File: config.mk
export PLATFORM = sky130hd
export DESIGN_NAME = jump_sequencer
export DESIGN_NICKNAME = d
export VERILOG_FILES = /design/src/rtl/jump_ctrl_pkg.sv /design/src/rtl/jump_decode.sv /design/src/rtl/jump_sequencer.sv
export SDC_FILE = /design/constraint.sdc
export NUM_CORES = 1
export LEC_CHECK = 0
export ABC_AREA = 1
export BUFFER_PORTS_ARGS = -buffer_cell sky130_fd_sc_hd__clkbuf_2
export CAP_MARGIN = 20
export CORE_ASPECT_RATIO = 1.25
export CORE_MARGIN = 3
export CORE_UTILIZATION = 52
export DETAILED_ROUTE_END_ITERATION = 16
export GPL_ROUTABILITY_DRIVEN = 0
export MAX_ROUTING_LAYER = met4
export PLACE_DENSITY = 0.93
export RECOVER_POWER = 100
export SLEW_MARGIN = 25
export SYNTH_ARGS = -nofsm -noshare
export SYNTH_HDL_FRONTEND = slang
export SYNTH_SLANG_ARGS = --single-unit
export TNS_END_PERCENT = 30
File: constraint.sdc
create_clock -name clk -period 3.1 [get_ports clk]
set_input_delay 0.62 -clock clk [delete_from_list [all_inputs] [get_ports clk]]
set_output_delay 0.62 -clock clk [all_outputs]
set_load 0.01 [all_outputs]
File: src/rtl/jump_ctrl_pkg.sv
// rtl/jump_ctrl_pkg.sv - shared encodings, state type and output decode for the jump sequencer
package jump_ctrl_pkg;

    localparam logic [1:0] PC_SRC_SEQ  = 2'd0;
    localparam logic [1:0] PC_SRC_ALU  = 2'd1;
    localparam logic [1:0] PC_SRC_JUMP = 2'd2;
    localparam logic [1:0] PC_SRC_REG  = 2'd3;

    localparam logic [4:0] RA_INDEX = 5'd31;

    localparam logic [5:0] OP_RTYPE = 6'h00;
    localparam logic [5:0] OP_J     = 6'h02;
    localparam logic [5:0] OP_JAL   = 6'h03;
    localparam logic [5:0] FN_JR    = 6'h08;

    typedef enum logic [2:0] {
        IDLE     = 3'd0,
        DECODE   = 3'd1,
        J_EXEC   = 3'd2,
        JAL_LINK = 3'd3,
        JAL_JUMP = 3'd4,
        JR_EXEC  = 3'd5,
        DONE     = 3'd6,
        ERR      = 3'd7
    } state_t;

    typedef struct packed {
        logic       busy;
        logic [1:0] pc_src;
        logic       pc_write;
        logic       reg_write;
        logic [4:0] reg_wr_addr;
        logic       link_sel;
        logic       done;
        logic       illegal;
    } seq_out_t;

    // Moore output table; the FSM registers this for the state it is entering.
    function automatic seq_out_t state_outputs(input state_t s);
        seq_out_t o;
        o        = '0;
        o.pc_src = PC_SRC_SEQ;
        case (s)
            IDLE: begin
            end
            DECODE: begin
                o.busy = 1'b1;
            end
            J_EXEC: begin
                o.busy     = 1'b1;
                o.pc_src   = PC_SRC_JUMP;
                o.pc_write = 1'b1;
            end
            JAL_LINK: begin
                o.busy        = 1'b1;
                o.reg_write   = 1'b1;
                o.reg_wr_addr = RA_INDEX;
                o.link_sel    = 1'b1;
            end
            JAL_JUMP: begin
                o.busy     = 1'b1;
                o.pc_src   = PC_SRC_JUMP;
                o.pc_write = 1'b1;
            end
            JR_EXEC: begin
                o.busy     = 1'b1;
                o.pc_src   = PC_SRC_REG;
                o.pc_write = 1'b1;
            end
            DONE: begin
                o.busy = 1'b1;
                o.done = 1'b1;
            end
            ERR: begin
                o.busy    = 1'b1;
                o.illegal = 1'b1;
            end
            default: begin
            end
        endcase
        return o;
    endfunction

endpackage

File: src/rtl/jump_decode.sv
// rtl/jump_decode.sv - one-hot classification of a latched opcode/funct as J, JAL, JR or illegal
module jump_decode
    import jump_ctrl_pkg::*;
(
    input  logic [5:0] i_opcode,
    input  logic [5:0] i_funct,
    output logic       o_is_j,
    output logic       o_is_jal,
    output logic       o_is_jr,
    output logic       o_is_illegal
);

    logic w_is_j;
    logic w_is_jal;
    logic w_is_jr;

    assign w_is_j   = (i_opcode == OP_J);
    assign w_is_jal = (i_opcode == OP_JAL);
    assign w_is_jr  = (i_opcode == OP_RTYPE) && (i_funct == FN_JR);

    assign o_is_j       = w_is_j;
    assign o_is_jal     = w_is_jal;
    assign o_is_jr      = w_is_jr;
    assign o_is_illegal = !(w_is_j || w_is_jal || w_is_jr);

endmodule

File: src/rtl/jump_sequencer.sv
// rtl/jump_sequencer.sv - multicycle sequencer driving PC select/write and $ra link for J, JAL, JR
module jump_sequencer
    import jump_ctrl_pkg::*;
(
    input  logic       clk,
    input  logic       reset,
    input  logic       start,
    input  logic [5:0] opcode,
    input  logic [5:0] funct,
    output logic       busy,
    output logic [1:0] pc_src,
    output logic       pc_write,
    output logic       reg_write,
    output logic [4:0] reg_wr_addr,
    output logic       link_sel,
    output logic       done,
    output logic       illegal
);

    state_t   r_state;
    seq_out_t r_out;
    logic [5:0] r_opcode;
    logic [5:0] r_funct;

    state_t w_next_state;
    logic   w_is_j;
    logic   w_is_jal;
    logic   w_is_jr;
    logic   w_is_illegal;

    jump_decode u_decode (
        .i_opcode     (r_opcode),
        .i_funct      (r_funct),
        .o_is_j       (w_is_j),
        .o_is_jal     (w_is_jal),
        .o_is_jr      (w_is_jr),
        .o_is_illegal (w_is_illegal)
    );

    always_comb begin
        w_next_state = r_state;
        case (r_state)
            IDLE: begin
                if (start) begin
                    w_next_state = DECODE;
                end
            end
            DECODE: begin
                if (w_is_illegal) begin
                    w_next_state = ERR;
                end else if (w_is_j) begin
                    w_next_state = J_EXEC;
                end else if (w_is_jal) begin
                    w_next_state = JAL_LINK;
                end else if (w_is_jr) begin
                    w_next_state = JR_EXEC;
                end else begin
                    w_next_state = ERR;
                end
            end
            J_EXEC:   w_next_state = DONE;
            JAL_LINK: w_next_state = JAL_JUMP;
            JAL_JUMP: w_next_state = DONE;
            JR_EXEC:  w_next_state = DONE;
            DONE:     w_next_state = IDLE;
            ERR:      w_next_state = IDLE;
            default:  w_next_state = IDLE;
        endcase
    end

    // Outputs are registered from the next state so they line up with r_state.
    always_ff @(posedge clk) begin
        if (reset) begin
            r_state  <= IDLE;
            r_out    <= state_outputs(IDLE);
            r_opcode <= '0;
            r_funct  <= '0;
        end else begin
            r_state <= w_next_state;
            r_out   <= state_outputs(w_next_state);
            if ((r_state == IDLE) && start) begin
                r_opcode <= opcode;
                r_funct  <= funct;
            end
        end
    end

    assign busy        = r_out.busy;
    assign pc_src      = r_out.pc_src;
    assign pc_write    = r_out.pc_write;
    assign reg_write   = r_out.reg_write;
    assign reg_wr_addr = r_out.reg_wr_addr;
    assign link_sel    = r_out.link_sel;
    assign done        = r_out.done;
    assign illegal     = r_out.illegal;

endmodule

### After elaboration in Yosys (flattened, before gate mapping)

Index checks and enable logic that the tools add are counted.

* div/mod/pow operators: 0
* $lt $le $gt $ge: 0
* multiplexer cells: 11
* add/sub/neg operators: 0
* reductions and logical operators: 10
* equality and inequality tests: 17
* $mul: 0
* shift operators: 0
* bitwise gates (word level): 0

Operator list (count)
* $eq A3 B3 Y1 const B: 8
* $pmux W3 S5: 1
* $eq A3 B2 Y1 const B: 4
* $eq A6 B2 Y1 const B: 2
* $mux W3: 4
* $mux W7: 1
* $reduce_or A7 Y1: 1
* $eq A3 B1 Y1 const B: 2
* $eq A6 B4 Y1 const B: 1
* $logic_not A6 Y1: 1
* $pmux W3 S2: 1
* $reduce_or A2 Y1: 2
* $logic_not A3 Y1: 1
* $mux W1: 3
* $reduce_or A3 Y1: 1
* $logic_and A1 B1 Y1: 2
* $logic_or A1 B1 Y1: 2
* $mux W2: 1

* bits in latches: 0
* memory bits (read-only): 0
* input port bits: 15
* word-level logic and storage cells: 49
* output and inout bits: 13
* memory bits (writable): 0
* register bits after elaboration: 28
* memories: 0

### Logic depth before layout (Yosys ltp)

Gate-level depths: netlist of the first run.

* depth in word-level cells: 10
* mapped depth: 8

### Modules after synthesis

From an unflattened synthesis of the first run, not the netlist that was laid out.

* cells, all modules: 130
* area total of the unflattened synthesis: 933.4 um^2

By module, submodules not included
* jump_sequencer: cells an instance 111, instances 1, area an instance 838.3 um^2
* jump_decode: cells an instance 19, instances 1, area an instance 95.1 um^2

### Least setup slack after synthesis of the first run

Ideal clock, no wire load.

* kind: flip-flop to output port
* start: reg, netlist name reg_wr_addr[3]
* end: out reg_wr_addr[0]
* path slack: 1.883 ns
* arrival time: 0.597 ns
* data required time: 2.480 ns
* buffers on the path: 1
* stages on the path, launching flop included: 2
* cells stage by stage: dfxtp_1 -> buf_4

RTL lines
* end: declaration: RTL line jump_sequencer.sv:14 `output logic [4:0] reg_wr_addr,`

### Worst setup path in the final report of the first run

* start: reg r_state[1]
* end: reg r_out (netlist bit reg_wr_addr[3])

* longest elaborated chain between the ends: 5
* elaborated cells between the ends (all ways): 14
* those cells by class: eq/ne: 8; mux: 3; reduce/logical: 3

RTL lines
* start: declaration: RTL line jump_sequencer.sv:20 `state_t r_state;`
* start signal: assignment: RTL line jump_sequencer.sv:79 `r_state <= w_next_state;`
* $eq A3 B3 Y1 / $eq A3 B2 Y1 (equally long branches): RTL line jump_sequencer.sv:42 `case (r_state)`
* $reduce_or A3 Y1 (no line) / $reduce_or A2 Y1 (equally long branches)
* $pmux W3 S5 *: RTL line jump_sequencer.sv:42
* $eq A3 B2 Y1 *: RTL line jump_ctrl_pkg.sv:43 `case (s)`
* $mux W7 *: RTL line jump_ctrl_pkg.sv:43
* end signal: assignment: RTL line jump_sequencer.sv:75 `r_out <= state_outputs(IDLE);`
* end signal: assignment: RTL line jump_sequencer.sv:80 `r_out <= state_outputs(w_next_state);`
* end: declaration: RTL line jump_sequencer.sv:21 `seq_out_t r_out;`

Every way passes the cells marked *; elsewhere a longest branch is shown, timed or not.
A chain may end at the register's enable or synchronous reset.

==> results of run 1 <==
==> layout by cell type, fill, tap and decap left out, types with 2 or more instances in the layout <==
master	Yosys	routed
sky130_fd_sc_hd__nand2_1	22	26
sky130_fd_sc_hd__dfxtp_1	21	21
sky130_fd_sc_hd__nor2_1	15	16
sky130_fd_sc_hd__clkbuf_1	2	15
sky130_fd_sc_hd__nand3_1	13	14
sky130_fd_sc_hd__clkbuf_2	0	13
sky130_fd_sc_hd__a21oi_1	12	12
sky130_fd_sc_hd__inv_1	10	10
sky130_fd_sc_hd__clkbuf_4	0	3
sky130_fd_sc_hd__o21ai_0	2	2
==> synthesized netlist by cell type <==
| master | n | area [um^2] |
|---|---|---|
| sky130_fd_sc_hd__nand2_1 | 22 | 82.6 |
| sky130_fd_sc_hd__dfxtp_1 | 21 | 420 |
| sky130_fd_sc_hd__nor2_1 | 15 | 56.3 |
| sky130_fd_sc_hd__nand3_1 | 13 | 65.1 |
| sky130_fd_sc_hd__a21oi_1 | 12 | 60.1 |
| sky130_fd_sc_hd__inv_1 | 10 | 37.5 |
| sky130_fd_sc_hd__buf_4 | 7 | 52.6 |
| sky130_fd_sc_hd__nand2_2 | 3 | 18.8 |
| sky130_fd_sc_hd__buf_6 | 2 | 22.5 |
| sky130_fd_sc_hd__clkbuf_1 | 2 | 7.51 |
| sky130_fd_sc_hd__nand2_4 | 2 | 22.5 |
| sky130_fd_sc_hd__nand3_2 | 2 | 20.0 |
| sky130_fd_sc_hd__o21ai_0 | 2 | 10.0 |
| sky130_fd_sc_hd__a21oi_2 | 1 | 8.76 |
| sky130_fd_sc_hd__inv_4 | 1 | 6.26 |
| sky130_fd_sc_hd__nor2_4 | 1 | 11.3 |
| sky130_fd_sc_hd__nor3_2 | 1 | 10.0 |
==> logic make-up after synthesis <==
| group | after synthesis |
|---|---|
| buffers and inverters | 22 |
| AND/OR/NAND/NOR | 59 |
| flip-flops | 21 |
| AO/OA/AOI/OAI | 15 |
==> routing by layer <==
layer	wire, um	share of wire (%)	vias to the layer above	track usage (%)
met1	733	43	347	18.7
met2	835	49	28	29.6
met3	110	6.5	4	2.06
met4	12	0.71	0	7.54
li1	-	-	402	-
met5	0	0	-	-
==> registers in the layout, summed over array words and instances (netlist names) <==
signal,cells
busy,1
done,1
illegal,1
pc_src,2
r_funct,6
r_opcode,6
r_state,3
reg_wr_addr,1
==> worst paths after layout <==
| path | cells past startpoint | end | slack [ps] |
|---|---|---|---|
| max | 7 | reg_wr_addr[3] | 1140 |
| min | 2 | r_funct[0] | 470 |
| max reg2reg | 7 | reg_wr_addr[3] | 1140 |
| min reg2reg | 2 | r_funct[0] | 470 |
==> power breakdown <==
group | internal (mW) | total (mW) | switching, mW
combinational | 0.110 | 0.368 | 0.258
clock | 0.0501 | 0.128 | 0.0779
sequential | 0.343 | 0.377 | 0.0332
total | 0.504 | 0.873 | 0.369
==> cell type report <==
type	instances	area [um^2]	area share, %
multi-input combinational	74	338	34.9
sequential	21	420	43.5
inverter	11	42.5	4.40
clock buffer	4	26.3	2.72
tap	18	22.5	2.33
timing repair buffer	27	118	12.2
==> critical path, cell delays in order (launching register included) <==
cell	delay (ps)
sky130_fd_sc_hd__dfxtp_1	340
sky130_fd_sc_hd__nor2_1	350
sky130_fd_sc_hd__nand2_4	110
sky130_fd_sc_hd__clkinvlp_2	280
sky130_fd_sc_hd__nand2_1	350
sky130_fd_sc_hd__nand2_1	220
sky130_fd_sc_hd__nand2_1	140
sky130_fd_sc_hd__nor3_2	110
==> per-stage QoR <==
| stage | hold WS, ps | setup slack [ps] | power [mW] | utilization, % |
|---|---|---|---|---|
| after floorplan | 430 | 1880 | 0.740 | - |
| after global placement | 446 | 1690 | 0.777 | 61.6 |
| after detailed placement | 447 | 1600 | 0.800 | 61.6 |
| after CTS | 474 | 1580 | 0.927 | 63.3 |
| after global routing | 499 | 1010 | 0.940 | 60.4 |
| final | 471 | 1140 | 0.873 | 60.4 |
==> summary.md, run 1 <==
| Metric | Value |
|---|---|
| Final Slew Violations | 0 |
| Start-to-end type of the worst setup path | flop to flop |
| Beginning of the critical path | r_state[1] |
| PwrDens | roughly 900 nW/um^2 |
| Syn Nets | about 130 |
| Path category of the worst min-delay check | flop to flop |
| Syn avg cell area | 7.80 um^2 |
| Clk_lat worst skew | between 200 and 300 ps |
| Maximum number of pins on one net before global-route repair | 16 |
| Maximum number of buffers from clock root to sink | 2 |
| Leakage power summed over all cells | about 0.45 nW |
| Total setup violations reported at the end of the flow | 0 |
| Via count of the routed design | 781 |
| GRT Util Overall | between 15 and 20% |
| Adder-cell area share of the yosys netlist | 0% |
| Worst slew pin tran | ~510 ps |
| Post-CTS repair timing setup buffer count | 0 |
| Final Instance Area | about 970 um^2 |
| Number of search-and-repair iterations in the first detailed-routing pass | 4 |
| Unrepaired setup endpoints after global routing | no |
| Core Box Area | 1600 um^2 |
| Number of synthesis warnings | 0 |
| Count of placed standard cells in the final layout, fillers left out | around 160 |
| Clock sink count | 21 |
| Die width | approximately 43 um |
| Count of input and output buffers | 27 |
| Inserted Diodes | 0 |
| Proportion of layout cells with a drive suffix above 1 | between 10% and 20% |
| Net total in the final layout | around 150 |
| Critical path arrival | approximately 2200 ps |
| Vertical extent of the die | 52.8 um |
| Number of levels the H-tree was split into | 1 |
| Beginning of the worst hold path | r_funct[0] |
| Vias in the first global route | 720 |
| Setup TNS | 0 ps |
| Clk slew on worst S/H paths | between 100 and 150 ps |
| Origin of the critical flop-to-flop path | r_state[1] |
| Global-route wire length before repair | ~2800 um |
| Count of antenna-violating nets left after detailed routing | 0 |
| Final clock skew | 2.83 ps |
| Synth Area in XOR/XNOR | 0% |
| Final hold violation count | 0 |
| Per-cell routed wire length | between 10 and 15 um |
| Post-synthesis mux area share | 0% |
| Distinct cells, synth | 17 |
| Peak supply drop | slightly below 0.0004 V |
| Area of the die | between 2000 and 2500 um^2 |
| Nature of the critical path endpoint | flop |
| Number of max-capacitance violations reported | 0 |
| Detailed-route vias per instance | ~5.0 |
| Share of the synthesized area in compound gates (AO/OA/AOI/OAI) | roughly 8.6% |
| Final period demand of the worst path | between 1500 and 2000 ps |
| CTS tree | yes |
| Hold buffer count at CTS | 0 |
| IO Count | 28 |
| Placed cell area | a little under 1000 um^2 |
| Cells resized by post-CTS repair | 0 |
| CP max FO | 15 |
| Post-synthesis instance area | just over 900 um^2 |
| Combinational family with the most area after synthesis | simple AND/OR/NAND/NOR gates |
| Post-synthesis instance total | 117 |
| Number of antenna violations at the first check in global routing | 0 |
| Share of the clock period used by the worst path | between 60% and 70% |
| Synthesized-area fraction occupied by and/or/nand/nor cells | between 30% and 40% |
| Layout fillers | ~170 |
| Number of rows created at floorplan | 16 |
| Syn-to-layout area delta | 6.04% |
| Overall routed net length | ~1700 um |
| Run status | completed |
| Number of buffers inserted during clock tree synthesis | 3 |
| Number of DRC markers after the initial detailed-route iteration | 11 |
| Grt total ovfl | 0 |
| Seq cells post-synth | 21 |
| Placed cell count | approximately 150 |
| Register area share after synthesis | 46.1% |
| Max Freq | 510 MHz |
| Req. time, crit path | approximately 3300 ps |
| Effective utilization at floorplan | 57.0% |
| Remaining design rule violation count | 0 |
| Critical Path Start Type | flop |
| Clock tree root driver cell | sky130_fd_sc_hd__clkbuf_4 |
| Max transition margin | about two thirds |
No activity file was read; power rests on OpenSTA's default activity.
==> run 2: changes to the inputs <==
--- a/config.mk
+++ b/config.mk
@@ -10,11 +10,11 @@
 export CAP_MARGIN = 20
 export CORE_ASPECT_RATIO = 1.25
 export CORE_MARGIN = 3
-export CORE_UTILIZATION = 52
+export CORE_UTILIZATION = 48
 export DETAILED_ROUTE_END_ITERATION = 16
 export GPL_ROUTABILITY_DRIVEN = 0
 export MAX_ROUTING_LAYER = met4
-export PLACE_DENSITY = 0.93
+export PLACE_DENSITY = 0.87
 export RECOVER_POWER = 100
 export SLEW_MARGIN = 25
 export SYNTH_ARGS = -nofsm -noshare
==> constraint.sdc (replaced) <==
create_clock -name clk -period 2 [get_ports clk]
set_input_delay 0.4 -clock clk [delete_from_list [all_inputs] [get_ports clk]]
set_output_delay 0.4 -clock clk [all_outputs]
set_load 0.01 [all_outputs]
==> run 2 against run 1 <==
  * Cell count grew 0.65%
  * Global-route usage down 2.1 points
  * Sequential power is 55% higher
==> summary.md, run 2 (synthesis gave the netlist of run 1 again) <==
| Metric | Value |
|---|---|
| Final Slew Violations | 0 (unchanged) |
| Hold buffer count at CTS | 0 (unchanged) |
| Multi-input logic area | 342 um^2 (+1.1%) |
| Total setup violations reported at the end of the flow | 0 (unchanged) |
| Cell internal power dissipation | 787 uW (+56%) |
| Critical path buffers and inverters | 1 (unchanged) |
| Share of the clock period used by the worst path | 73.5% (+10 points) |
| Leakage power summed over all cells | 0.459 nW (+2.8%) |
| Number of DRC markers after the initial detailed-route iteration | 18 (+7) |
| Via count of the routed design | 774 (-0.90%) |
| Net switching power figure | 561 uW (+52%) |
| Nature of the critical path endpoint | flop |
| Commonest cells after routing, fill and taps aside | 25 x sky130_fd_sc_hd__nand2_1, 21 x sky130_fd_sc_hd__dfxtp_1, 16 x sky130_fd_sc_hd__nor2_1 |
| Run status | completed |
| Peak supply drop | 0.000905 V (+130%) |
| Count of antenna-violating nets left after detailed routing | 0 (unchanged) |
| Net total in the final layout | 153 (unchanged) |
| Vias in the first global route | 648 (-10%) |
| Vertical extent of the die | 54.7 um (+3.6%) |
| Proportion of power drawn by flip-flops and latches | 43.4% (+0.3 points) |
| Switching power as a share of total power | 41.6% (-0.69 points) |
| Inserted Diodes | 0 (unchanged) |
| Area of the die | 2460 um^2 (+7.3%) |
| Detailed-route vias per instance | 4.96 (-1.5%) |
| Origin of the critical flop-to-flop path | r_state[1] |
| CTS tree | yes |
| Max transition margin | 75.7% (+9.8 points) |
| Global-route wire length before repair | 2610 um (-8.5%) |
| Clock sink count | 21 (unchanged) |
| Max Freq | 680 MHz (+33%) |
| Number of levels the H-tree was split into | 1 (unchanged) |
| Critical Path Start Type | flop |
| WHS | 347 ps (-123 ps) |
| Req. time, crit path | 2230 ps (-1100 ps) |
| Placed cell count | 152 (+0.66%) |
| Critical path arrival | 1700 ps (-500 ps) |
| Relative contribution of combinational cells to total power | 42.2% (about the same) |
| Delay-heaviest family, CP | simple AND/OR/NAND/NOR gates |
| Remaining design rule violation count | 0 (unchanged) |
| Min-Delay Endpoint | r_funct[4] |
| PwrDens | 1380 nW/um^2 (+53%) |
| Die width | 45.0 um (+3.5%) |
| Storage cell area | 420 um^2 (unchanged) |
| Maximum number of pins on one net before global-route repair | 16 (unchanged) |
| Number of rows created at floorplan | 17 (+1) |
| Maximum number of buffers from clock root to sink | 2 (unchanged) |
| Syn-to-layout area delta | 6.86% |
| Clock tree root driver cell | sky130_fd_sc_hd__clkbuf_4 |
| Maximum single-stage delay on the critical path | 340 ps (about the same) |
| Fraction of power consumed by the clock network | 14.4% (-0.3 points) |
| Sum of net half-perimeters after detailed placement | approximately 1300 um |
| Flop2flop setup slack | 530 ps (-610 ps) |
| Leading cell type in the layout, fill and taps excluded | sky130_fd_sc_hd__nand2_1 |
| Setup TNS | 0 ps (unchanged) |
| Beginning of the worst hold path | funct[4] |
| CP cell instances | nor2_1 -> nand2_4 -> inv_4 -> nand2_4 -> nand2_1 -> nand2_1 -> nor3_2 |
| Reg-to-Reg End | reg_wr_addr[3] |
| CP max FO | 15 (unchanged) |
| Post-CTS repair timing setup buffer count | 0 (unchanged) |
| Worst reg2reg path depth | 7 (unchanged) |
| Final clock skew | 2.08 ps (-0.742 ps) |
| Final period demand of the worst path | 1470 ps (-491 ps) |
| Min-Delay Path Depth | 3 (+1) |
| Count of placed standard cells in the final layout, fillers left out | 156 (+0.65%) |
| Critical path's slowest cell | sky130_fd_sc_hd__dfxtp_1 |
| Largest registers | r_funct x6, r_opcode x6, r_state x3 |
| Clk_lat worst skew | 290 ps (about the same) |
| Overall routed net length | 1620 um (-4.3%) |
| Number of max-capacitance violations reported | 0 (unchanged) |
| Per-cell routed wire length | 10.4 um (-4.9%) |
| Worst slew pin tran | 363 ps (-149 ps) |
| Total power of the final layout | 1.35 mW (+55%) |
| Count of input and output buffers | 27 (unchanged) |
| Number of antenna violations at the first check in global routing | 0 (unchanged) |
| Proportion of layout cells with a drive suffix above 1 | 16.1% (+0.73 points) |
| Layout fillers | 185 (+7.6%) |
| IO Count | 28 (unchanged) |
| Core Box Area | 1790 um^2 (+12%) |
| Clk slew on worst S/H paths | 110 ps (about the same) |
| Grt total ovfl | 0 (unchanged) |
| GRT Util Overall | 14.6% (-2.1 points) |
| Effective utilization at floorplan | 51.1% (-5.9 points) |
| Number of search-and-repair iterations in the first detailed-routing pass | 4 (unchanged) |
| Start-to-end type of the worst setup path | flop to flop |
| Final hold violation count | 0 (unchanged) |
| Number of buffers inserted during clock tree synthesis | 3 (unchanged) |
| Unrepaired setup endpoints after global routing | no |
| Cells resized by post-CTS repair | 0 (unchanged) |
| Path category of the worst min-delay check | input pin to flop |
[run 2: cell count changes in the layout (fill, tap and decap cells not counted), sizes merged]
cell and change:
clkinvlp -1, inv +1
[run 2: worst max-delay path by stage]
stage	from	end	slack, ps	cells past startpoint
final	r_state[1]	reg_wr_addr[3]	530	7
after global routing	r_state[1]	reg_wr_addr[3]	400	7
after CTS	reg_wr_addr[3]	reg_wr_addr[1]	700	1
after detailed placement	reset	done	730	6
after global placement	r_state[1]	pc_src[1]	760	8
after floorplan	r_state[1]	pc_src[1]	960	8
[run 2: worst register-to-register path, delay by kind of cell, from the launching register on]
family	cells	cell delay (ps)
AND/OR/NAND/NOR	6	920
flip-flops	1	340
buffers and inverters	1	140
[run 2: layout make-up]
class | instances | share of cell area [%]
clock buffer | 4 | 2.70
multi-input combinational | 74 | 35.0
timing repair buffer | 27 | 12.2
sequential | 21 | 43.1
tap | 19 | 2.44
inverter | 11 | 4.49
[run 2: power by group through the flow]
stage,logic (mW),clock network (mW),registers (mW)
2_1_floorplan,0.537,0,0.610
3_3_place_gp,0.610,0,0.599
3_5_place_dp,0.625,0,0.606
4_1_cts,0.626,0.202,0.597
5_1_grt,0.655,0.219,0.597
6_report,0.570,0.194,0.585
[run 2: per-stage QoR]
stage	setup WS (ps)	util [%]	area, um^2
after floorplan	959	-	912
after global routing	396	54.6	975
after CTS	697	56.8	1010
after global placement	758	55.3	988
after detailed placement	729	55.3	988
final	530	54.6	975
[run 2: layer usage]
layer	vias to the layer above	GRT usage (%)	part of all wire [%]
met5	-	-	0
met4	0	7.32	1.8
met3	4	1.97	8.3
met2	34	23.8	46
met1	333	17.5	44
li1	403	-	-
==> run 3: changes to the inputs <==
--- a/config.mk
+++ b/config.mk
@@ -5,16 +5,16 @@
 export SDC_FILE = /design/constraint.sdc
 export NUM_CORES = 1
 export LEC_CHECK = 0
-export ABC_AREA = 1
+export ABC_AREA = 0
 export BUFFER_PORTS_ARGS = -buffer_cell sky130_fd_sc_hd__clkbuf_2
 export CAP_MARGIN = 20
 export CORE_ASPECT_RATIO = 1.25
 export CORE_MARGIN = 3
-export CORE_UTILIZATION = 48
+export CORE_UTILIZATION = 43
 export DETAILED_ROUTE_END_ITERATION = 16
 export GPL_ROUTABILITY_DRIVEN = 0
 export MAX_ROUTING_LAYER = met4
-export PLACE_DENSITY = 0.87
+export PLACE_DENSITY = 0.84
 export RECOVER_POWER = 100
 export SLEW_MARGIN = 25
 export SYNTH_ARGS = -nofsm -noshare
==> constraint.sdc (replaced) <==
create_clock -name clk -period 1.2 [get_ports clk]
set_input_delay 0.24 -clock clk [delete_from_list [all_inputs] [get_ports clk]]
set_output_delay 0.24 -clock clk [all_outputs]
set_load 0.01 [all_outputs]
==> run 3 against run 2 <==
  * The flow now finishes with violations (setup timing)
  * Cell area increased by 24%
  * Flip-flop and latch count unchanged
  * Clock-buffer cell count stayed put
  * Clock skew grew 0.97 ps
  * Critical path depth is 2 lower
  * Sequential power grew 61%
  * Critical endpoint is now r_funct[2]
  * Largest power group unchanged
  * Highest routed layer unchanged
==> summary.md, run 3 <==
| Metric | Value |
|---|---|
| Run status | complete, but fails checks |
| Failing checks | setup timing |
| Final period demand of the worst path | 1290 ps (-177 ps) |
| Area of the die | 2660 um^2 (+8.0%) |
| Final clock skew | 3.05 ps (+0.965 ps) |
| Placed cell area | 1060 um^2 (+7.6%) |
| Post-route setup slack | -92.7 ps (-623 ps) |
| Clk slew on worst S/H paths | 110 ps (about the same) |
| Count of placed standard cells in the final layout, fillers left out | 154 (-1.3%) |
| Number of search-and-repair iterations in the first detailed-routing pass | 5 (+1) |
| Maximum single-stage delay on the critical path | 360 ps (+20 ps) |
| Number of levels the H-tree was split into | 1 (unchanged) |
| Peak supply drop | 0.00122 V (+35%) |
| Per-cell routed wire length | 14.3 um (+38%) |
| Critical path's slowest cell | sky130_fd_sc_hd__nor4b_4 |
| Commonest cells after routing, fill and taps aside | 22 x sky130_fd_sc_hd__clkbuf_2, 20 x sky130_fd_sc_hd__nand2_1, 15 x sky130_fd_sc_hd__dfxtp_1 |
| Distinct cells, synth | 27 (+10) |
| Vias in the first global route | 842 (+30%) |
| Leading cell type in the layout, fill and taps excluded | sky130_fd_sc_hd__clkbuf_2 |
| Multi-input logic area | 455 um^2 (+33%) |
| Post-synthesis instance total | 100 (-15%) |
| Vertical extent of the die | 56.9 um (+4.0%) |
| PwrDens | 1790 nW/um^2 (+29%) |
| Nature of the critical path endpoint | flop |
| Syn avg cell area | 8.92 um^2 (+14%) |
| Most numerous cell types in the synthesized netlist | 26 x sky130_fd_sc_hd__nand2_1, 21 x sky130_fd_sc_hd__dfxtp_1, 16 x sky130_fd_sc_hd__a21oi_1 |
| Worst slew pin tran | 327 ps (-36.1 ps) |
| Path category of the worst min-delay check | input pin to flop |
| Dominant cells by area after synthesis | sky130_fd_sc_hd__dfxtp_1 47%, sky130_fd_sc_hd__nand2_1 11%, sky130_fd_sc_hd__a21oi_1 9.0%, sky130_fd_sc_hd__buf_4 6.7%, sky130_fd_sc_hd__buf_6 2.5% |
| Placed cell count | 147 (-3.3%) |
| Critical Path Start Type | flop |
| Maximum number of buffers from clock root to sink | 2 (unchanged) |
| Sum of net half-perimeters after detailed placement | 1430 um (+13%) |
| Overall routed net length | 2200 um (+36%) |
| Critical Path Stages | 5 (-2) |
| Number of rows created at floorplan | 17 (unchanged) |
| CTS tree | yes |
| Final Instance Area | 1210 um^2 (+24%) |
| Global-route wire length before repair | 3440 um (+32%) |
| Reg-to-Reg End | r_funct[2] |
| Hold buffer count at CTS | 0 (unchanged) |
| Storage cell area | 430 um^2 (+2.4%) |
| Number of enable flip-flop cells after synthesis | 0 (unchanged) |
| Critical path arrival | 1530 ps (-170 ps) |
| Syn-to-layout area delta | 35.8% |
| Crit path to | r_funct[2] |
| Final Slew Violations | 0 (unchanged) |
| Delay-heaviest family, CP | simple AND/OR/NAND/NOR gates |
| Maximum number of pins on one net before global-route repair | 12 (-4) |
| Max transition margin | 78.1% (+2.4 points) |
| Total setup violations reported at the end of the flow | 17 (+17) |
| Leakage power summed over all cells | 0.501 nW (+9.2%) |
| Cell type with the highest aggregate area in the netlist | sky130_fd_sc_hd__dfxtp_1 |
| Count of input and output buffers | 27 (unchanged) |
| GRT Util Overall | 17.7% (+3.1 points) |
| Origin of the critical flop-to-flop path | r_state[1] |
| Layout fillers | 164 (-11%) |
| Inserted Diodes | 0 (unchanged) |
| CP cell instances | buf_6 -> nor4b_4 -> buf_6 -> nand2_1 -> a21oi_2 |
| IO Count | 28 (unchanged) |
| Number of max-capacitance violations reported | 0 (unchanged) |
| Post-synthesis instance area | 892 um^2 (-2.2%) |
| Number of buffers inserted during clock tree synthesis | 3 (unchanged) |
| Flop2flop setup slack | -90 ps (-620 ps) |
| Via count of the routed design | 860 (+11%) |
| Largest registers | r_funct x6, r_opcode x6, r_state x3 |
| Primary FF master, synth | sky130_fd_sc_hd__dfxtp_1 |
| Die width | 46.7 um (+3.9%) |
| Number of synthesis warnings | 0 (unchanged) |
| Number of antenna violations at the first check in global routing | 0 (unchanged) |
| Clock sink count | 21 (unchanged) |
| Net total in the final layout | 151 (-1.3%) |
| Unrepaired setup endpoints after global routing | yes |
| Clk_lat worst skew | 300 ps (about the same) |
| Cell with the most instances after synthesis | sky130_fd_sc_hd__nand2_1 |
| Worst reg2reg path depth | 5 (-2) |
| Clock tree root driver cell | sky130_fd_sc_hd__clkbuf_4 |
| Syn Nets | 115 (-13%) |
| Share of the synthesized area in the top cell type | 47.1% (+1.0 points) |
| Beginning of the critical path | r_state[1] |
| Most frequent cell on the critical path | sky130_fd_sc_hd__buf_6 |
| Number of DRC markers after the initial detailed-route iteration | 25 (+7) |
| Start-to-end type of the worst setup path | flop to flop |
| Final hold violation count | 0 (unchanged) |
| Register area share after synthesis | 47.1% (+1.0 points) |
| Core Box Area | 1870 um^2 (+4.8%) |
| Share of flip-flops with an asynchronous set or reset | 0% (unchanged) |
| Detailed-route vias per instance | 5.58 (+13%) |
| Share of the clock period used by the worst path | 108% (+34 points) |
| Effective utilization at floorplan | 47.7% (-3.4 points) |
| Count of antenna-violating nets left after detailed routing | 0 (unchanged) |
| Max Freq | 774 MHz (+14%) |
| Proportion of layout cells with a drive suffix above 1 | 51.1% (+35 points) |
| Critical path buffers and inverters | 2 (+1) |
| Total power of the final layout | 2.17 mW (+61%) |
| Req. time, crit path | 1440 ps (-790 ps) |
| Seq cells post-synth | 21 (unchanged) |
| Remaining design rule violation count | 0 (unchanged) |
| Grt total ovfl | 0 (unchanged) |
| CP max FO | 6 (-9) |
run 3: cell types whose count changed in the layout (fill, tap and decap cells not counted), sizes merged, moves of 2 or more:
cell	previous run	this run
nor4b	0	2
nor2	16	2
nand3	15	0
a21oi	13	16
inv	11	2
nor4	0	2
or4b	0	2
buf	0	16
run 3: worst register-to-register path, delay by kind of cell (launching register included):
family                 cells  cell delay, ps
buffers and inverters      2             320
AO/OA/AOI/OAI              1             120
AND/OR/NAND/NOR            2             440
flip-flops                 1             350
run 3: kinds of logic after synthesis:
| kind of cell | count (synthesis) | synth area share, % |
|---|---|---|
| mux | 2 | 2.38 |
| buf+inv | 16 | 12.1 |
| simple gates | 37 | 22.2 |
| flops | 21 | 47.1 |
| compound gates | 24 | 16.3 |
run 3: metrics by stage:
step                      hold WS [ps]  setup slack, ps  TNS (ps)  utilization, %
after floorplan                    363             -132     -1310               -
after global placement             447            -59.8      -705            56.8
after detailed placement           452            -82.5      -920            56.8
after CTS                          136            -45.1      -436            61.9
after global routing               155             -151     -1990            64.7
final                              146            -92.7      -883            64.7
run 3: routing by layer:
layer	wire length, um	share of wire [%]	global-route usage [%]
met3	149	6.8	1.92
met1	794	36	19.8
met4	75	3.4	9.09
met2	1180	54	29.5
met5	0	0	-
run 3: layout make-up:
| cell class | count | share of cell area [%] |
|---|---|---|
| clock buffers | 4 | 2.17 |
| inverters | 2 | 0.620 |
| multi-input cells | 64 | 37.6 |
| flip-flops and latches | 21 | 35.5 |
| well taps | 19 | 1.96 |
| repair buffers | 44 | 22.1 |
run 3: worst min path at each step:
stage	from	end	slack, ps	cells past startpoint
floorplan	start	busy	360	1
global placement	r_funct[3]	r_funct[3]	450	2
detailed placement	r_funct[3]	r_funct[3]	450	2
CTS	opcode[5]	r_opcode[5]	140	3
global route	opcode[2]	r_opcode[2]	160	3
finish	opcode[4]	r_opcode[4]	150	3
run 3: report_power, final:
part	total [mW]	leakage, nW	internal, mW	switching, mW
clock network	0.330	0.0150	0.130	0.201
registers	0.939	0.175	0.833	0.107
logic	0.899	0.311	0.449	0.450
total	2.17	0.501	1.41	0.757
run 3: what timing repair did:
action                                  CTS  global route
gates cloned                              2             0
pin swaps                                16             7
endpoints found under the setup margin   17            21
buffers inserted                          0             2
endpoints found under the hold margin     0             0
resized for setup                        19            16
